File: config.mk
export PLATFORM = sky130hd
export DESIGN_NAME = divider_9_3_6_bits
export DESIGN_NICKNAME = d
export VERILOG_FILES = /design/src/rtl/divider_9_3_6_bits.sv
export SDC_FILE = /design/constraint.sdc
export NUM_CORES = 1
export LEC_CHECK = 0
export ABC_AREA = 0
export BUFFER_PORTS_ARGS = -buffer_cell sky130_fd_sc_hd__buf_2
export CAP_MARGIN = 20
export CELL_PAD_IN_SITES_DETAIL_PLACEMENT = 1
export CELL_PAD_IN_SITES_GLOBAL_PLACEMENT = 1
export CORE_ASPECT_RATIO = 0.7
export CORE_MARGIN = 4
export CORE_UTILIZATION = 42
export DETAILED_ROUTE_END_ITERATION = 12
export PLACE_DENSITY = 0.88
export SLEW_MARGIN = 20
export SYNTH_ARGS = -nofsm -noshare
export SYNTH_HDL_FRONTEND = slang
export SYNTH_SLANG_ARGS = --single-unit
File: constraint.sdc
create_clock -name clk -period 3.2 [get_ports clk]
set_clock_uncertainty 0.2 [all_clocks]
set_input_delay 0.48 -clock clk [delete_from_list [all_inputs] [get_ports clk]]
set_output_delay 0.48 -clock clk [all_outputs]
set_load 0.02 [all_outputs]
File: src/rtl/divider_9_3_6_bits.sv
// Sequential restoring divider, 9-bit dividend by 3-bit divisor, one quotient bit per clock.
// Optional macro RNS_DIV_ZERO_CHECK_EN: a zero divisor skips the iterations and flags div_zero.
module divider_9_3_6_bits (
    input  logic       clk,
    input  logic       rst_n,
    input  logic       in_valid,
    output logic       in_ready,
    input  logic [8:0] dividend,
    input  logic [2:0] divisor,
    output logic       out_valid,
    input  logic       out_ready,
    output logic [5:0] quotient,
    output logic [2:0] remainder,
    output logic       overflow,
    output logic       div_zero
);

    // Handshake: a transfer happens on a rising edge where valid and ready are both high;
    // out_valid and the result fields hold steady until that edge, ready never depends on valid.
    typedef enum logic [1:0] {
        IDLE = 2'd0,
        CALC = 2'd1,
        DONE = 2'd2
    } state_t;

    state_t     state;
    state_t     state_next;

    logic [8:0] dvd_sr;
    logic [2:0] dsr;
    logic [3:0] pr;
    logic [8:0] q9;
    logic [3:0] count;

    logic       accept;
    logic       zero_skip;
    logic       last_step;
    logic [3:0] pr_shift;
    logic [3:0] pr_step;
    logic       q_bit;
    logic [8:0] q9_step;

    assign accept    = in_valid && in_ready;
    assign last_step = (state == CALC) && (count == 4'd0);

`ifdef RNS_DIV_ZERO_CHECK_EN
    assign zero_skip = accept && (divisor == 3'd0);
`else
    assign zero_skip = 1'b0;
`endif

    // One restoring step; pr never exceeds 13 so 4 bits suffice.
    always_comb begin
        pr_shift = {pr[2:0], dvd_sr[8]};
        q_bit    = (pr_shift >= {1'b0, dsr});
        pr_step  = q_bit ? (pr_shift - {1'b0, dsr}) : pr_shift;
        q9_step  = {q9[7:0], q_bit};
    end

    // State register
    always_ff @(posedge clk or negedge rst_n) begin
        if (!rst_n) begin
            state <= IDLE;
        end else begin
            state <= state_next;
        end
    end

    // Next-state logic
    always_comb begin
        state_next = state;
        case (state)
            IDLE: begin
                if (accept) begin
                    state_next = zero_skip ? DONE : CALC;
                end
            end
            CALC: begin
                if (count == 4'd0) begin
                    state_next = DONE;
                end
            end
            DONE: begin
                if (out_ready) begin
                    state_next = IDLE;
                end
            end
            default: state_next = IDLE;
        endcase
    end

    // Output logic, decoded from state only
    always_comb begin
        in_ready  = 1'b0;
        out_valid = 1'b0;
        case (state)
            IDLE:    in_ready  = 1'b1;
            DONE:    out_valid = 1'b1;
            default: begin
                in_ready  = 1'b0;
                out_valid = 1'b0;
            end
        endcase
    end

    // Iteration datapath
    always_ff @(posedge clk or negedge rst_n) begin
        if (!rst_n) begin
            dvd_sr <= '0;
            dsr    <= '0;
            pr     <= '0;
            q9     <= '0;
            count  <= '0;
        end else if (accept) begin
            dvd_sr <= dividend;
            dsr    <= divisor;
            pr     <= '0;
            q9     <= '0;
            count  <= 4'd8;
        end else if (state == CALC) begin
            dvd_sr <= {dvd_sr[7:0], 1'b0};
            pr     <= pr_step;
            q9     <= q9_step;
            if (count != 4'd0) begin
                count <= count - 4'd1;
            end
        end
    end

    // Result registers load only on entry to DONE.
    // A zero divisor leaves the shifted-in dividend bits in pr, so its remainder is forced to 0.
    always_ff @(posedge clk or negedge rst_n) begin
        if (!rst_n) begin
            quotient  <= '0;
            remainder <= '0;
            overflow  <= 1'b0;
        end else if (zero_skip) begin
            quotient  <= '0;
            remainder <= '0;
            overflow  <= 1'b0;
        end else if (last_step) begin
            quotient  <= q9_step[5:0];
            remainder <= (dsr == 3'd0) ? 3'd0 : pr_step[2:0];
            overflow  <= |q9_step[8:6];
        end
    end

`ifdef RNS_DIV_ZERO_CHECK_EN
    always_ff @(posedge clk or negedge rst_n) begin
        if (!rst_n) begin
            div_zero <= 1'b0;
        end else if (zero_skip) begin
            div_zero <= 1'b1;
        end else if (last_step) begin
            div_zero <= 1'b0;
        end
    end
`else
    assign div_zero = 1'b0;
`endif

endmodule
== Word level (Yosys, flattened, before mapping) ==
Index checks and enable logic that the tools add are counted.

* Output and inout port bits: 13
* Input port bits: 16
* RAM bits: 0
* Word-level logic and storage cells: 45
* Bits in latches: 0
* Register bits: 39
* Memory bits (read-only): 0
* Memories: 0

* Div/mod/pow operators: 0
* Add/subtract/negate cells: 2
* Shift-type cells: 0
* Multiply operators: 0
* Muxes and demuxes: 17
* Bitwise logic cells: 0
* Reduce and logical (&&, ||, !) cells: 11
* Order comparisons: 1
* Equality and inequality tests: 5

{| class="wikitable"
|+ Operator list
! operator !! count
|-
| $mux 9 || 2
|-
| $mux 8 || 2
|-
| $mux 3 || 4
|-
| $mux 4 || 3
|-
| $mux 2 || 3
|-
| $pmux 2 s3 || 1
|-
| $ge 4x3->1 || 1
|-
| $logic_not 4->1 || 1
|-
| $ne 2x2->1 const B || 2
|-
| $reduce_bool 2->1 || 2
|-
| $reduce_bool 4->1 || 1
|-
| $sub 4x1->4 const B || 1
|-
| $logic_not 3->1 || 1
|-
| $reduce_and 3->1 || 1
|-
| $reduce_or 3->1 || 1
|-
| $sub 3x3->3 || 1
|-
| $eq 2x1->1 const B || 1
|-
| $eq 2x2->1 const B || 1
|-
| $logic_and 1x1->1 || 2
|-
| $logic_not 2->1 || 1
|-
| $mux 1 || 2
|-
| $ne 2x1->1 const B || 1
|-
| $reduce_and 2->1 || 1
|}

== Depth between registers and ports, before layout ==
Gate-level depths: netlist of the first run.

* Word-level depth: 5
* Mapped depth: 8
* Depth with buffers taken out: 8

== Worst setup path before layout of the first run ==
No wires, ideal clock.

* Kind: reg2reg
* Start: register dvd_sr[8]
* End: register remainder[2]
* Setup time: 0.125 ns
* Arrival: 1.967 ns
* Cell stages (with the launch flop): 9
* Path slack: 0.908 ns
* Clock period less this slack: 2.292 ns
* Cells stage by stage: dfrtp_1 inv_1 ha_1 inv_1 fa_1 a211o_1 a31oi_1 mux2i_1 o21ai_1

* Longest elaborated chain between the ends: 3

{| class="wikitable"
|+ RTL lines
! item !! RTL line !! RTL
|-
| start: declaration || 29 || <nowiki>logic [8:0] dvd_sr;</nowiki>
|-
| start signal: assignment || 115 || <nowiki>dvd_sr <= dividend;</nowiki>
|-
| start signal: assignment || 121 || <nowiki>dvd_sr <= {dvd_sr[7:0], 1'b0};</nowiki>
|-
| $ge 4x3->1 / $sub 3x3->3 (equally long branches) || 55, 56 ||
|-
| $mux 3 * || 56 || <nowiki>pr_step = q_bit ? (pr_shift - {1'b0, dsr}) : pr_shift;</nowiki>
|-
| $mux 3 * || 143 || <nowiki>remainder <= (dsr == 3'd0) ? 3'd0 : pr_step[2:0];</nowiki>
|-
| end signal: assignment || 143 ||
|-
| end: declaration || 13 || <nowiki>output logic [2:0] remainder,</nowiki>
|}

Every way passes the cells marked *; elsewhere a longest branch is shown, timed or not.
A chain may end at the register's enable or synchronous reset.

== Final worst setup path of the first run ==
Ends and elaborated chain as after synthesis.

==> impl.org, run 1 <==
** Status
- Status :: completed

** Synth
- Net count after synthesis :: 194
- The share of synthesized area in the top cell type comes to 56.2%.
- Post-synthesis average cell area :: 10.1 um^2
- Share of the yosys chip area belonging to registers :: 56.2%
- Unique masters post-synth :: 28
- The Yosys step of the flow raised 0 warnings.
- After synthesis the cells add up to 0.00174 mm^2.
- Top post-synthesis cells by area :: sky130_fd_sc_hd__dfrtp_1, sky130_fd_sc_hd__nand2_1, sky130_fd_sc_hd__o21ai_0
- Biggest area consumer among synthesized cells :: sky130_fd_sc_hd__dfrtp_1
- Register bit count reported by yosys :: 39
- In the synthesized netlist, the number of instances is 172.

** Clock network
- Post-cts hold buffer count :: 0
- CTS placed an instance of sky130_fd_sc_hd__clkbuf_8 at the clock tree root.
- The clock passes through at most 2 buffers.
- The H-tree was split into 2 levels.
- The later pin in the worst-skew pair is clocked with a latency of 0.29 ns.
- CTS clock-pin slew for the worst setup and hold paths :: 0.08 ns
- Count of buffers added by post-CTS timing repair for setup :: 0
- TritonCTS created 5 clock buffers.
- Resize count post-CTS :: 0
- TritonCTS built the clock tree.
- The tree built by TritonCTS fans out to 39 sinks.

** Place
- OpenSTA, run right after detailed placement, puts the worst setup slack at 0.597 ns.
- Port bufs :: 27
- Summed over all nets, the half-perimeter wirelength after detailed placement is 2.75 mm.
- Count of placed standard cells including taps :: 245
- The congestion estimate from routability-driven global placement came to 0.750.

** Critical path
- For the worst setup path, the data arrival time is 2.57 ns.
- R2R Path Start :: dvd_sr[8]
- CP cell instances :: inv_1 > ha_1 > inv_1 > fa_1 > a211o_1 > a31oi_1 > mux2i_1 > o21ai_1
- The endpoint identified for the worst register-to-register timing path is remainder[2].
- Counting cells, the worst reg-to-reg path comes to 8.
- The worst setup path is launched from a flop.
- At the worst endpoint, the required time is 3.18 ns.
- Register-to-register setup slack :: 0.61 ns
- CP Capture Type :: flop
- The worst setup path is of the flop to flop kind.
- In this run the worst path has a maximum fanout of 5.
- Counting stages on the worst path, the most repeated cell is sky130_fd_sc_hd__inv_1.
- Biggest cell delay along the critical path :: 0.46 ns
- Cell with the biggest individual delay on the critical path :: sky130_fd_sc_hd__a31oi_1

** Layout
- Area growth from synthesis to layout :: 16.9%
- Leaving out filler cells and counting taps, the final layout contains 253.
- Counting the fill cells in the layout gives 466.
- ANT cells :: 0
- Of the cells placed in the final design, the portion with a size suffix greater than 1 is 20.9%.
- For this run, the post-layout net count is 222.

** Floorplanning
- Full die area :: 0.00524 mm^2
- After floorplanning, the core was sized to cover 0.00395 mm^2.
- Chip Height :: 61.8 um
- The die is 84.9 um wide.
- Cell Rows :: 19
- Ports placed on the boundary :: 29
- For this configuration, the core starts out at a cell density of 44.0%.

** Power and ir drop
- The clock network accounts for 18.9% of the total power.
- Sequential share of power :: 38.6%
- For this design the total switching power over the nets is 0.916 mW.
- Combinational power share :: 42.5%
- Fraction of power spent switching nets :: 40.5%
- Internal power of the cells :: 1.34 mW
- Worst IR Drop VDD :: 0.456 mV
- In this run the static leakage power is 1.01 nW.
- Power per unit of standard cell area :: 1110 mW/mm^2

** STA
- Setup violations remaining at the end of the flow were counted as 0.
- After layout, the minimum clock period comes to 2.59 ns.
- Slew at the pin with the worst max-slew slack :: 0.865 ns
- The hold violation total from the final report came to 0.
- Setup repair after global routing left no endpoint under its margin.
- Final worst path period share :: 81.0%
- Max-slew headroom at the worst pin :: 42.3%
- Worst Setup Slack, final :: 0.607 ns
- For this run, the top clock speed supported by timing is 386 MHz.
- The final-report max-slew violation count came to 0.
- For the final routed database, the setup TNS stands at 0 ns.

** Global route
- Overflow after GRT :: 0
- Wire length of the first global-routing pass :: 6.64 mm
- Entering global routing, the biggest net connects 40 pins.
- Via count of the first global-routing pass :: 1373
- Initial antenna violation count :: 0
- Global routing used 16.5% of the available tracks.

** Route
- In the final routed layout, each cell accounts on average for 15.0 um.
- Detailed-route via count :: 1305
- In this run the remaining antenna-violating nets after routing total 0.
- Post-route DRC violation count :: 0
- Initial drt markers :: 75
- For this block, the routed nets add up to 3.80 mm of wire.
- Detailed-router iteration count before antenna repair :: 4
- Via-per-instance ratio :: 5.16

** Hold path
- Worst min path class :: input port to async pin

** Flow run
- Number of max-cap violations :: 0
metrics by stage:
stage               hold slack [ns]  utilization [%]  power, mW  area, um^2
floorplan                   -0.0156                -       1.55        1740
global placement              0.263             48.4       1.78        1910
detailed placement            0.268             48.4       1.85        1910
CTS                           0.124             51.4       2.29        2030
global route                  0.164             51.4       2.48        2030
finish                       0.0936             51.4       2.26        2030
worst max-delay path by stage:
| stage | startpoint | to | cells past startpoint |
|---|---|---|---|
| final | dvd_sr[8] | remainder[2] | 8 |
| after global routing | dvd_sr[8] | remainder[2] | 8 |
| after CTS | dvd_sr[8] | remainder[2] | 8 |
| after detailed placement | dvd_sr[8] | remainder[2] | 8 |
| after global placement | dvd_sr[8] | remainder[2] | 8 |
| after floorplan | dvd_sr[8] | remainder[2] | 8 |
routing by layer:
layer / wire, um / global-route usage (%) / vias up
met5: 0 / 0 / -
met4: 42 / 5.42 / 0
met3: 228 / 4.74 / 6
met2: 1670 / 25.9 / 35
met1: 1850 / 22.7 / 634
li1: - / - / 630
layout make-up:
class                           instances  area (um^2)  area share [%]
Timing Repair Buffer                   30          158            7.77
Sequential cell                        39          976            48.1
Clock buffer                            6         82.6            4.07
Inverter                                8         30.0            1.48
Tap cell                               52         65.1            3.21
Clock inverter                          2         35.0            1.73
Multi-Input combinational cell        116          683            33.7
power groups by stage:
stage | Clock (mW) | Sequential, mW | Combinational, mW
6_report | 0.426 | 0.872 | 0.962
5_1_grt | 0.455 | 0.907 | 1.11
4_1_cts | 0.434 | 0.874 | 0.980
3_5_place_dp | 0 | 0.881 | 0.971
3_3_place_gp | 0 | 0.870 | 0.914
2_1_floorplan | 0 | 0.907 | 0.645
cell usage in the layout, fill, tap and decap left out:
cell type / n
sky130_fd_sc_hd__nor3b_2: 1
sky130_fd_sc_hd__bufinv_16: 1
sky130_fd_sc_hd__mux2i_1: 2
sky130_fd_sc_hd__clkbuf_8: 6
sky130_fd_sc_hd__inv_1: 8
sky130_fd_sc_hd__or3b_4: 1
sky130_fd_sc_hd__nand3_1: 8
sky130_fd_sc_hd__nand2b_1: 2
sky130_fd_sc_hd__xor2_1: 3
sky130_fd_sc_hd__conb_1: 1
sky130_fd_sc_hd__or2_1: 1
sky130_fd_sc_hd__nor3_1: 4
sky130_fd_sc_hd__dfrtp_1: 39
sky130_fd_sc_hd__a211o_1: 1
sky130_fd_sc_hd__nand2_1: 44
sky130_fd_sc_hd__a221o_1: 1
sky130_fd_sc_hd__nor2_1: 3
sky130_fd_sc_hd__buf_4: 3
sky130_fd_sc_hd__o21ai_0: 14
sky130_fd_sc_hd__fa_1: 1
sky130_fd_sc_hd__mux2_1: 3
sky130_fd_sc_hd__a22oi_1: 8
sky130_fd_sc_hd__or3_1: 1
sky130_fd_sc_hd__o21ai_1: 8
sky130_fd_sc_hd__mux2_4: 2
sky130_fd_sc_hd__ha_1: 5
sky130_fd_sc_hd__clkinv_2: 1
sky130_fd_sc_hd__nor2b_1: 1
sky130_fd_sc_hd__a31oi_1: 1
sky130_fd_sc_hd__buf_2: 27
state kept, by name (all words and copies together), names as in the netlist:
register,cells
remainder,3
q9,8
quotient,6
dsr,3
state,2
overflow,1
pr,3
count,4
dvd_sr,9
cell families after synthesis:
group | share of synthesized area [%]
XOR/XNOR | 1.51
adder cells (fa/ha/maj) | 4.76
AO/OA/AOI/OAI | 11.2
AND/OR/NAND/NOR | 16.5
other | 0.216
flip-flops | 56.2
buffers and inverters | 4.76
multiplexers | 4.83
synth_stat cells (all sizes together):
library cell	number
or3	1
nand3	8
fa	1
mux2	5
mux2i	2
ha	5
a221o	1
nor3	4
conb	1
inv	8
buf	3
o21ai	22
or3b	1
a211o	1
nor3b	1
or2	1
xor2	3
nor2	3
dfrtp	39
clkbuf	6
a22oi	8
a31oi	1
nand2b	2
nor2b	1
nand2	44
critical path: cells and delay by family, from the launching register on:
family	cells	cell delay [ns]
buf+inv	2	0.13
mux	1	0.33
fa+ha+maj	2	0.53
compound gates	3	0.90
flops	1	0.40
(Power assumes the default switching activity.)
==> run 2, diff against run 1 <==
clock period = 2.6 ns   (was 3.2 ns; I/O delays follow)
==> run 2 against run 1 <==
Effect of this change: sequential power rose by 24%; critical path depth rose by 1; register-to-register slack got worse by 0.44 ns; flip-flop and latch count did not move; first-iteration DRC count fell by 40%; global-route usage fell by 0.22 points.
==> impl.org, run 2 (same netlist as run 1, synthesis figures left out) <==
** Clock network
- The total clock sinks is 39 (unchanged).
- The cell at the root of the clock tree is sky130_fd_sc_hd__clkbuf_8 (unchanged).
- CTS Buffer Depth :: 2 (unchanged)
- The clock transition time at the flip-flop clock pins of the worst setup and hold paths came to 0.08 ns (about the same).
- Clock network latency to the later pin of the worst-skew pair :: 0.29 ns (about the same)
- The post-cts resize count was 0 (unchanged).
- The number of H-tree levels was 2 (unchanged).
- The number of CTS-inserted buffers came to 5 (unchanged).
- Post-cts hold buffer count :: 0 (unchanged)
- The CTS tree is built (unchanged).
- The number of setup buffers added after CTS was 0 (unchanged).

** Route
- Post-route DRC violation count :: 0 (unchanged)
- Mean routed wirelength per cell :: 15.3 um (was 15.0 um)
- The number of DRC markers after the initial detailed-route iteration came to 45 (was 75).
- Detailed-route via count :: 1295 (was 1305)
- The remaining antenna violation count is 0 (unchanged).
- Routed Wire Length :: 3.91 mm (was 3.80 mm)
- Via-per-instance ratio :: 5.08 (was 5.16)
- Detailed-router iteration count before antenna repair :: 4 (unchanged)

** Layout
- Post-route standard cell area excluding fillers :: 0.00206 mm^2 (was 0.00203 mm^2)
- Largest register by flop count :: dvd_sr (unchanged)
- The post-route non-filler standard cell count was 255 (was 253).
- The signed area change from the synthesized netlist to the final layout was 18.6% (was 16.9%).
- Commonest cells after routing, fill and taps aside: sky130_fd_sc_hd__nand2_1, sky130_fd_sc_hd__dfrtp_1, sky130_fd_sc_hd__buf_2, sky130_fd_sc_hd__o21ai_0 (unchanged).
- Regs by FF count :: dvd_sr: 9 flops, q9: 8 flops, quotient: 6 flops (unchanged)
- The count of inserted antenna diode cells came to 0 (unchanged).
- Final net count :: 224 (was 222)
- Area of the multi-input gates :: 683 um^2 (unchanged)
- The most common cell after layout, fill and taps aside is sky130_fd_sc_hd__nand2_1 (unchanged).
- Post-Route Utilization :: 52.2% (was 51.4%)
- Number of flip-flops in the largest register :: 9 (unchanged)
- Share of cells above drive strength 1 :: 21.2% (was 20.9%)
- The filler cell count came to 474 (was 466).
- Area of all sequential standard cells :: 976 um^2 (unchanged)

** Critical path
- The endpoint class of the critical path is a flop (unchanged).
- Type of the worst setup path :: flop to flop (unchanged)
- CP arrival :: 2.41 ns (was 2.57 ns)
- Highest net fanout along the worst path :: 5 (unchanged)
- Type of element launching the critical path :: flop (unchanged)
- The worst endpoint required time is 2.58 ns (was 3.18 ns).

** Global route
- The largest net degree at the start of global routing is 40 (unchanged).
- Overflow after GRT :: 0 (unchanged)
- The global-route wire length before repair came to 6.49 mm (was 6.64 mm).
- The total global-route track usage is 16.3% (was 16.5%).
- Via count of the first global-routing pass :: 1310 (was 1373)
- The number of antenna violations at the first check in global routing is 0 (unchanged).

** STA
- The pin slew with the least headroom to its limit was 0.887 ns (was 0.865 ns).
- The count of final setup violators was 0 (unchanged).
- Max Fclk :: 411 MHz (was 386 MHz)
- The ratio of final minimum period to clock period is 93.5% (was 81.0%).
- Clock period minus final worst setup slack :: 2.43 ns (was 2.59 ns)
- The final-report max-slew violation count is 0 (unchanged).
- Max-slew headroom at the worst pin :: 40.9% (was 42.3%)
- RSZ-0062 raised after global routing: false (unchanged).
- Setup TNS :: 0 ns (unchanged)
- Total count of hold-check failures in the final report :: 0 (unchanged)

** Floorplanning
- The total I/O pin count is 29 (unchanged).
- Full die area :: 0.00524 mm^2 (unchanged)
- Floorplan die width :: 84.9 um (unchanged)
- The height of the die was 61.8 um (unchanged).
- Floorplan Core Area :: 0.00395 mm^2 (unchanged)
- Cell Rows :: 19 (unchanged)
- The effective utilization at floorplan was 44.0% (unchanged).

** Power and ir drop
- Power per unit of standard cell area :: 1410 mW/mm^2 (was 1110 mW/mm^2)
- Cell leakage power :: 1.03 nW (was 1.01 nW)
- The maximum VDD drop was 0.675 mV (was 0.456 mV).

** Place
- Count of placed standard cells including taps :: 247 (was 245)
- Port bufs :: 27 (unchanged)
- The last weighted congestion value of the routability-driven placer came to 0.740 (was 0.750).
- DP Wirelength :: 2.86 mm (was 2.75 mm)
- The area of placed instances came to 0.00193 mm^2 (was 0.00191 mm^2).

** Flow run
- The max-capacitance violation count is 0 (unchanged).

** Status
- Status :: completed (unchanged)

** Hold path
- Worst min path class :: input port to async pin (unchanged)
==> run 2: cell count changes in the layout (fill, tap and decap cells not counted), sizes merged <==
| cell | change |
|---|---|
| buf | +2 |
| bufinv | +1 |
| clkinv | -1 |
==> run 2: cell type report <==
type	count	area share (%)
Clock buffer	6	3.52
Clock inverter	2	2.92
Inverter	8	1.46
Multi-Input combinational cell	116	33.2
Sequential cell	39	47.4
Tap cell	52	3.16
Timing Repair Buffer	32	8.38
==> run 2: final timing paths <==
kind                                start      endpoint  slack [ns]  cells after the start
worst min-delay path                rst_n  remainder[2]        0.02                      1
worst max register to register  dvd_sr[8]  remainder[2]        0.17                      9
worst min register to register  dvd_sr[6]     dvd_sr[6]        0.28                      2
max in group asynchronous           rst_n     dvd_sr[4]        1.63                      1
min in group clk                out_ready      state[1]        0.09                      2
worst max-delay path            dvd_sr[8]  remainder[2]        0.17                      9
==> run 2: critical path, cell delays in order (launching register included) <==
cell and delay [ns]:
sky130_fd_sc_hd__dfrtp_1 0.38, sky130_fd_sc_hd__inv_1 0.10, sky130_fd_sc_hd__ha_1 0.18, sky130_fd_sc_hd__inv_1 0.07, sky130_fd_sc_hd__fa_1 0.41, sky130_fd_sc_hd__a211o_1 0.33, sky130_fd_sc_hd__a31oi_1 0.14, sky130_fd_sc_hd__buf_4 0.16
sky130_fd_sc_hd__mux2i_1 0.26, sky130_fd_sc_hd__o21ai_1 0.10
==> run 2: power breakdown <==
part / switching (mW) / internal [mW] / total [mW]
Combinational: 0.736 / 0.494 / 1.23
Sequential: 0.190 / 0.887 / 1.08
Clock: 0.217 / 0.384 / 0.601
Total: 1.14 / 1.76 / 2.91
==> run 2: stage by stage <==
step	setup slack, ns	total power, mW	hold slack (ns)
finish	0.169	2.91	0.0158
floorplan	0.308	1.91	-0.106
CTS	0.161	2.94	0.0404
global placement	0.358	2.23	0.259
global route	0.0589	3.16	0.0724
detailed placement	0.169	2.33	0.269
==> run 2: per-layer routing <==
layer | up-vias | share of wire [%] | track usage, %
met3 | 4 | 6.3 | 5.80
met1 | 618 | 48 | 21.8
met2 | 45 | 45 | 26.6
met5 | - | 0 | 0
li1 | 628 | - | -
met4 | 0 | 0.72 | 2.71
